### config.mk
export PLATFORM = sky130hd
export DESIGN_NAME = pipe_drain_fifo
export DESIGN_NICKNAME = d
export VERILOG_FILES = /design/src/rtl/pipe_drain_fifo.sv
export SDC_FILE = /design/constraint.sdc
export NUM_CORES = 1
export LEC_CHECK = 0
export ABC_CLOCK_PERIOD_IN_PS = 2600
export CAP_MARGIN = 25
export CORE_ASPECT_RATIO = 2
export CORE_MARGIN = 1.5
export CORE_UTILIZATION = 51
export DETAILED_ROUTE_END_ITERATION = 16
export PLACE_DENSITY = 0.71
export SLEW_MARGIN = 20
export SYNTH_ARGS = -nofsm -noshare
export SYNTH_HDL_FRONTEND = slang
export SYNTH_SLANG_ARGS = --single-unit
### constraint.sdc
create_clock -name clk -period 2.6 [get_ports clk]
set_clock_uncertainty 0.05 [all_clocks]
set_input_delay 0.52 -clock clk [delete_from_list [all_inputs] [get_ports clk]]
set_output_delay 0.52 -clock clk [all_outputs]
set_load 0.1 [all_outputs]
### src/rtl/pipe_drain_fifo.sv
// pipe_drain_fifo
// Credit-based landing buffer for a fixed-latency upstream delay line that
// cannot be stalled. Upstream may inject an element only while issue_ready is
// high. An injected element becomes a credit in flight until it emerges on
// in_valid. Every element that emerges has a guaranteed slot in a show-ahead
// FIFO, so a consumer can drain that FIFO at its own pace.
//
// Optional feature: define PIPE_DRAIN_FIFO_ERRCHK_EN to enable the sticky
// protocol-error flag. When the macro is undefined, err is tied low and no
// checking logic is built.
//
// Ports
//   clk         single clock, rising edge
//   rst         asynchronous active-high reset
//   issue_valid upstream injects an element this cycle
//   issue_ready credit available (count + inflight < DEPTH)
//   in_valid    a delay-line element emerges this cycle
//   in_data     payload of the emerging element
//   out_valid   head entry valid
//   out_ready   consumer accepts the head entry
//   out_data    head entry payload (show-ahead)
//   count       number of stored entries
//   inflight    credits issued but not yet arrived
//   err         sticky protocol error (dropped push or orphan arrival)

`ifndef FSIZE
`define FSIZE 8
`endif

module pipe_drain_fifo #(
    parameter int DATA_SIZE = `FSIZE,
    parameter int LATENCY   = 2,
    parameter int DEPTH     = 8
) (
    input  logic                                 clk,
    input  logic                                 rst,
    input  logic                                 issue_valid,
    output logic                                 issue_ready,
    input  logic                                 in_valid,
    input  logic [DATA_SIZE-1:0]                 in_data,
    output logic                                 out_valid,
    input  logic                                 out_ready,
    output logic [DATA_SIZE-1:0]                 out_data,
    output logic [$clog2(DEPTH+1)-1:0]           count,
    output logic [$clog2(LATENCY+DEPTH+1)-1:0]   inflight,
    output logic                                 err
);

    localparam int CW = $clog2(DEPTH + 1);
    localparam int IW = $clog2(LATENCY + DEPTH + 1);
    localparam int PW = $clog2(DEPTH);
    // One extra bit so that count + inflight can never overflow.
    localparam int SW = IW + 1;

    logic [DATA_SIZE-1:0] mem [DEPTH];

    logic [PW-1:0] wr_ptr_q, wr_ptr_d;
    logic [PW-1:0] rd_ptr_q, rd_ptr_d;
    logic [CW-1:0] count_q, count_d;
    logic [IW-1:0] inflight_q, inflight_d;

    logic          full;
    logic          pop;
    logic          push;
    logic          issue_fire;
    logic [SW-1:0] credit_sum;

    assign full       = (count_q == CW'(DEPTH));
    assign out_valid  = (count_q != '0);
    assign pop        = out_valid && out_ready;
    // A full buffer still accepts an arrival when the head leaves in the same cycle.
    assign push       = in_valid && (!full || pop);
    assign credit_sum = SW'(count_q) + SW'(inflight_q);
    assign issue_ready = (credit_sum < SW'(DEPTH));
    assign issue_fire  = issue_valid && issue_ready;

    assign out_data = mem[rd_ptr_q];
    assign count    = count_q;
    assign inflight = inflight_q;

    always_comb begin
        wr_ptr_d   = wr_ptr_q;
        rd_ptr_d   = rd_ptr_q;
        count_d    = count_q;
        inflight_d = inflight_q;

        if (push) begin
            wr_ptr_d = (wr_ptr_q == PW'(DEPTH - 1)) ? '0 : wr_ptr_q + PW'(1);
        end
        if (pop) begin
            rd_ptr_d = (rd_ptr_q == PW'(DEPTH - 1)) ? '0 : rd_ptr_q + PW'(1);
        end

        case ({push, pop})
            2'b10:   count_d = count_q + CW'(1);
            2'b01:   count_d = count_q - CW'(1);
            default: count_d = count_q;
        endcase

        // An arrival with no credit outstanding leaves inflight at zero.
        if (issue_fire && !in_valid) begin
            inflight_d = inflight_q + IW'(1);
        end else if (!issue_fire && in_valid && (inflight_q != '0)) begin
            inflight_d = inflight_q - IW'(1);
        end
    end

    always_ff @(posedge clk or posedge rst) begin
        if (rst) begin
            wr_ptr_q   <= '0;
            rd_ptr_q   <= '0;
            count_q    <= '0;
            inflight_q <= '0;
        end else begin
            wr_ptr_q   <= wr_ptr_d;
            rd_ptr_q   <= rd_ptr_d;
            count_q    <= count_d;
            inflight_q <= inflight_d;
        end
    end

    // Storage is deliberately not reset.
    always_ff @(posedge clk) begin
        if (push) begin
            mem[wr_ptr_q] <= in_data;
        end
    end

`ifdef PIPE_DRAIN_FIFO_ERRCHK_EN
    logic err_q;
    logic drop;
    logic orphan;

    assign drop   = in_valid && full && !pop;
    assign orphan = in_valid && (inflight_q == '0);

    always_ff @(posedge clk or posedge rst) begin
        if (rst) begin
            err_q <= 1'b0;
        end else if (drop || orphan) begin
            err_q <= 1'b1;
        end
    end

    assign err = err_q;
`else
    assign err = 1'b0;
`endif

endmodule

**Word-level counts from Yosys, hierarchy flattened**

Memory sizes are Yosys's and may differ from the RTL's.
Cells that the tools add are included.

- Add/sub/neg operators: 7
- Magnitude comparators: 1
- Eq/ne operators: 5
- Muxes and demuxes: 7
- Reduce and logical (&&, ||, !) cells: 14

Operator list:

| kind | count |
|---|---|
| 4-bit by 1-bit adder with 4-bit output, second input constant | 2 |
| 4-bit two-way mux | 2 |
| 4-bit one-hot mux with 2 select lines | 1 |
| 4-bit nonzero test | 2 |
| 4-bit by 1-bit subtractor with 4-bit output, second input constant | 2 |
| 3-bit by 1-bit adder with 3-bit output, second input constant | 2 |
| 3-bit == test, second input constant | 2 |
| 1-bit logical AND | 6 |
| 3-bit two-way mux | 2 |
| 4-bit by 4-bit adder with 5-bit output | 1 |
| 5-bit by 4-bit < comparator with 1-bit output, second input constant | 1 |
| 4-bit == test, second input constant | 1 |
| 2-bit nonzero test | 2 |
| 1-bit zero test | 3 |
| 2-bit by 1-bit == test with 1-bit output, second input constant | 1 |
| 2-bit == test, second input constant | 1 |
| 1-bit two-way mux | 2 |
| 1-bit logical OR | 1 |

- Register bits after elaboration: 14
- RAM bits: 64
- Bits of input ports: 13
- Output and inout port bits: 19
- Memories: 1

Memories:

| name | words | bits a word | read ports | clocked after Yosys merged registers in | write ports | line | RTL |
|---|---|---|---|---|---|---|---|
| mem | 8 | 8 | 1 | 0 | 1 | 55 | `logic [DATA_SIZE-1:0] mem [DEPTH];` |

**Logic depth before layout (Yosys ltp)**

- Word-level depth: 8
- Gate-level depth with buffers: 9
- Depth with buffers taken out: 9

**Worst setup path before layout**

No wires, ideal clock.

- Path kind: register to register
- From: register count_q[3], in the netlist count[3]
- To: register inflight_q[3], in the netlist inflight[3]
- Setup time: 0.159 ns
- Data arrival time: 3.017 ns
- Required time: 2.391 ns
- Setup slack: -0.627 ns
- Stages on the path, launching flop included: 10
- Period minus slack after synthesis: 3.227 ns
- Cells stage by stage: dfrtp_1 -> ha_1 -> nor3_1 -> o211ai_2 -> or2_2 -> ha_1 -> nand3_1 -> and3b_1 -> mux2i_1 -> xnor2_1

- Word-level cells in the longest chain between the ends: 7
- Elaborated cells on any way between the ends: 9
- Classes of those cells: 1 x add/sub; 1 x order compare; 1 x mux; 6 x reduce/logical

Ends and longest elaborated chain:

| what | line | RTL |
|---|---|---|
| start, declared | 59 | `logic [CW-1:0] count_q, count_d;` |
| start signal, assigned | 117 | `count_q <= count_d;` |
| 4-bit by 4-bit adder with 5-bit output * | 73 | `assign credit_sum = SW'(count_q) + SW'(inflight_q);` |
| 5-bit by 4-bit < comparator with 1-bit output * | 74 | `assign issue_ready = (credit_sum < SW'(DEPTH));` |
| 1-bit logical AND * | 75 | `assign issue_fire = issue_valid && issue_ready;` |
| 1-bit zero test | 103 | `end else if (!issue_fire && in_valid && (inflight_q != '0)) begin` |
| 1-bit logical AND (2 in a row) | 103 |  |
| 2-bit nonzero test (no source line) | -- |  |
| end signal, assigned | 118 | `inflight_q <= inflight_d;` |
| end, declared | 60 | `logic [IW-1:0] inflight_q, inflight_d;` |

Every way passes the cells marked *; elsewhere a longest branch is shown, timed or not.
A chain may end at the register's enable or synchronous reset.

**Worst setup path in the final report**

- From: register count_q[1], in the netlist count[1]
- To: output port out_valid

- Word-level cells in the longest chain between the ends: 1

Ends and longest elaborated chain:

| what | line | RTL |
|---|---|---|
| 4-bit nonzero test | 69 | `assign out_valid = (count_q != '0);` |
| end, declared | 41 | `output logic out_valid,` |

Every way passes these cells.

==> flow_summary.json <==
{
  "synth_async_sr_flop_share_pct": 17.9,
  "grt_start_max_net_pins": 20,
  "drv_cap": 0,
  "drtIter0Drc": 83,
  "initial_core_util_pct": 52.2,
  "setup_violations": 0,
  "rsz0062_at_grt": "no",
  "timing.rr.start": "count[3]",
  "ys_seq_area_share_pct": 66.8,
  "synth.avg_cell_area_um2": 18.7,
  "synth-main-ff-cell": "edfxtp_1",
  "postCtsHoldBufs": 0,
  "dr.pass1.iters": 4,
  "min_period_ns": 2.47,
  "coreArea_um2": 6520,
  "grt_pass1_wl_mm": 9.96,
  "worst_hold_slack_ns": 0.496,
  "postRouteAntennaNets": 0,
  "wirelength_mm": 6.01,
  "status": "completed",
  "clock_sinks": 78,
  "synth_seq_cells": 78,
  "clkLatencyLatePin_ns": 0.32,
  "slew_viol_final": 0,
  "synthesis.nets": 208,
  "h-tree-depth": 3,
  "num_vias": 1797,
  "post-place-ws_ns": 0.00512,
  "relSlewSlack_pct": 42.6,
  "mostFrequentLayoutCells": "64 x edfxtp_1, 22 x buf_4, 16 x mux4_2, 13 x mux2_2",
  "cp_slowest_cell": "dfrtp_4",
  "antenna_found_initial": 0,
  "min_period_over_period_pct": 95.2,
  "fmax_mhz": 404,
  "synth.distinct_cells": 38,
  "dpl.hpwl_mm": 3.94,
  "cp_cell_sequence": "buf_4 > or3_1 > or2_2 > buf_12",
  "die_x_um": 60.7,
  "slowest_delay_ns": 0.47,
  "die_y_um": 118,
  "postCtsSetupRepairBufs": 0,
  "crit_required_ns": 2.03,
  "final_hold_viol_count": 0,
  "wire_per_inst_um": 18.5,
  "clockRootBuffer": "clkbuf_16",
  "hp-class": "input pin to async pin",
  "drc_errors": 0,
  "dp_cells": 309,
  "yosys_warnings": 0,
  "drive_above_1_share_pct": 41.9,
  "cp.arrival_ns": 1.90,
  "startpoint": "count[1]",
  "worstSetupEndpointType": "output port",
  "grt_util_all_layers_pct": 19.7,
  "synthToLayoutAreaGrowth_pct": 27.0,
  "critPathLaunchType": "flop",
  "io_buffers": 30,
  "cts_resized": 0,
  "final_common_cell": "edfxtp_1",
  "crit_type": "flop to output port",
  "cts_tree": "done",
  "grt_pass1_vias": 1904,
  "n_antenna_cell": 0,
  "finalNonFillerCells": 324,
  "cts_buffers": 9,
  "rows": 42,
  "n_fill_cell": 482,
  "cts_buffer_depth": 2,
  "grt.overflow.total": 0,
  "gp_congestion": 0.771,
  "synth_edf_count": 64,
  "fin_ws_ns": 0.125,
  "io_pins": 32,
  "nets": 258,
  "drt-vias-per-instance": 5.55,
  "utilization_pct": 66.2,
  "path_max_fanout": 5,
  "cts.clk_slew.worst_paths_ns": 0.06,
  "syn_area_um2": 3400,
  "syn-instance-count": 182,
  "tightest_slew_ns": 0.858,
  "dieArea_um2": 7190
}
[cell type report]
class	instances	area, um2	area share [%]
clock inverters	6	38.8	0.899
flip-flops and latches	78	2290	53.1
repair buffers	46	526	12.2
clock buffers	9	225	5.22
well taps	88	110	2.55
inverters	5	18.8	0.435
multi-input cells	92	1110	25.7
[path summary, 6_finish.rpt]
path                       cells past startpoint  slack (ns)     endpoint
hold / removal                                 2        0.50  inflight[3]
max in group asynchronous                      2        1.59     count[3]
min in group clk                               1        0.51  inflight[3]
hold reg to reg                                1        0.51  inflight[3]
setup reg to reg                               9        0.22  inflight[3]
setup / recovery                               4        0.13    out_valid
[kinds of logic (layout without fill, tap and decap cells)]
group	after synthesis	count (layout)	share of synthesized area [%]
adders and majority gates	13	13	5.23
buffers and inverters	12	66	1.73
muxes	34	34	16.5
and+or+nand+nor	23	23	3.86
other	1	1	0.110
xor gates and xnor gates	6	6	1.55
DFF	78	78	66.8
AOI/OAI and AO/OA	15	15	4.16
[routing by layer]
| layer | track usage (%) | routed length [um] | vias to the layer above |
|---|---|---|---|
| li1 | - | - | 828 |
| met1 | 25.6 | 2540 | 928 |
| met2 | 31.2 | 3240 | 37 |
| met3 | 5.36 | 181 | 4 |
| met4 | 7.20 | 50 | 0 |
| met5 | 0 | 0 | - |
[Yosys cell counts (all sizes together), types with 4 or more instances]
cell type	n	area, um2
mux2i	4	40.0
ha	11	138
dfrtp	14	350
mux4	16	360
inv	5	18.8
edfxtp	64	1920
nor3	7	35.0
mux2	14	161
buf	6	36.3
[metrics by stage]
step           setup TNS (ns)  cell area, um2
2_1_floorplan         -0.0997            3440
3_3_place_gp                0            4030
3_5_place_dp                0            4030
4_1_cts                     0            4300
5_1_grt                     0            4320
6_report                    0            4320
[critical path, delay by kind of cell, from the launching register on]
family | cells | cell delay, ns
buffers and inverters | 2 | 0.33
flip-flops | 1 | 0.47
AND/OR/NAND/NOR | 2 | 0.77
[flip-flops by register name (all words and copies together) (netlist names)]
name and flops:
count 4, inflight 4, mem 64, rd_ptr_q 3, wr_ptr_q 3
Power is not shown: default switching activity piles up to over one toggle a cycle in this logic, so the estimate is an artifact.
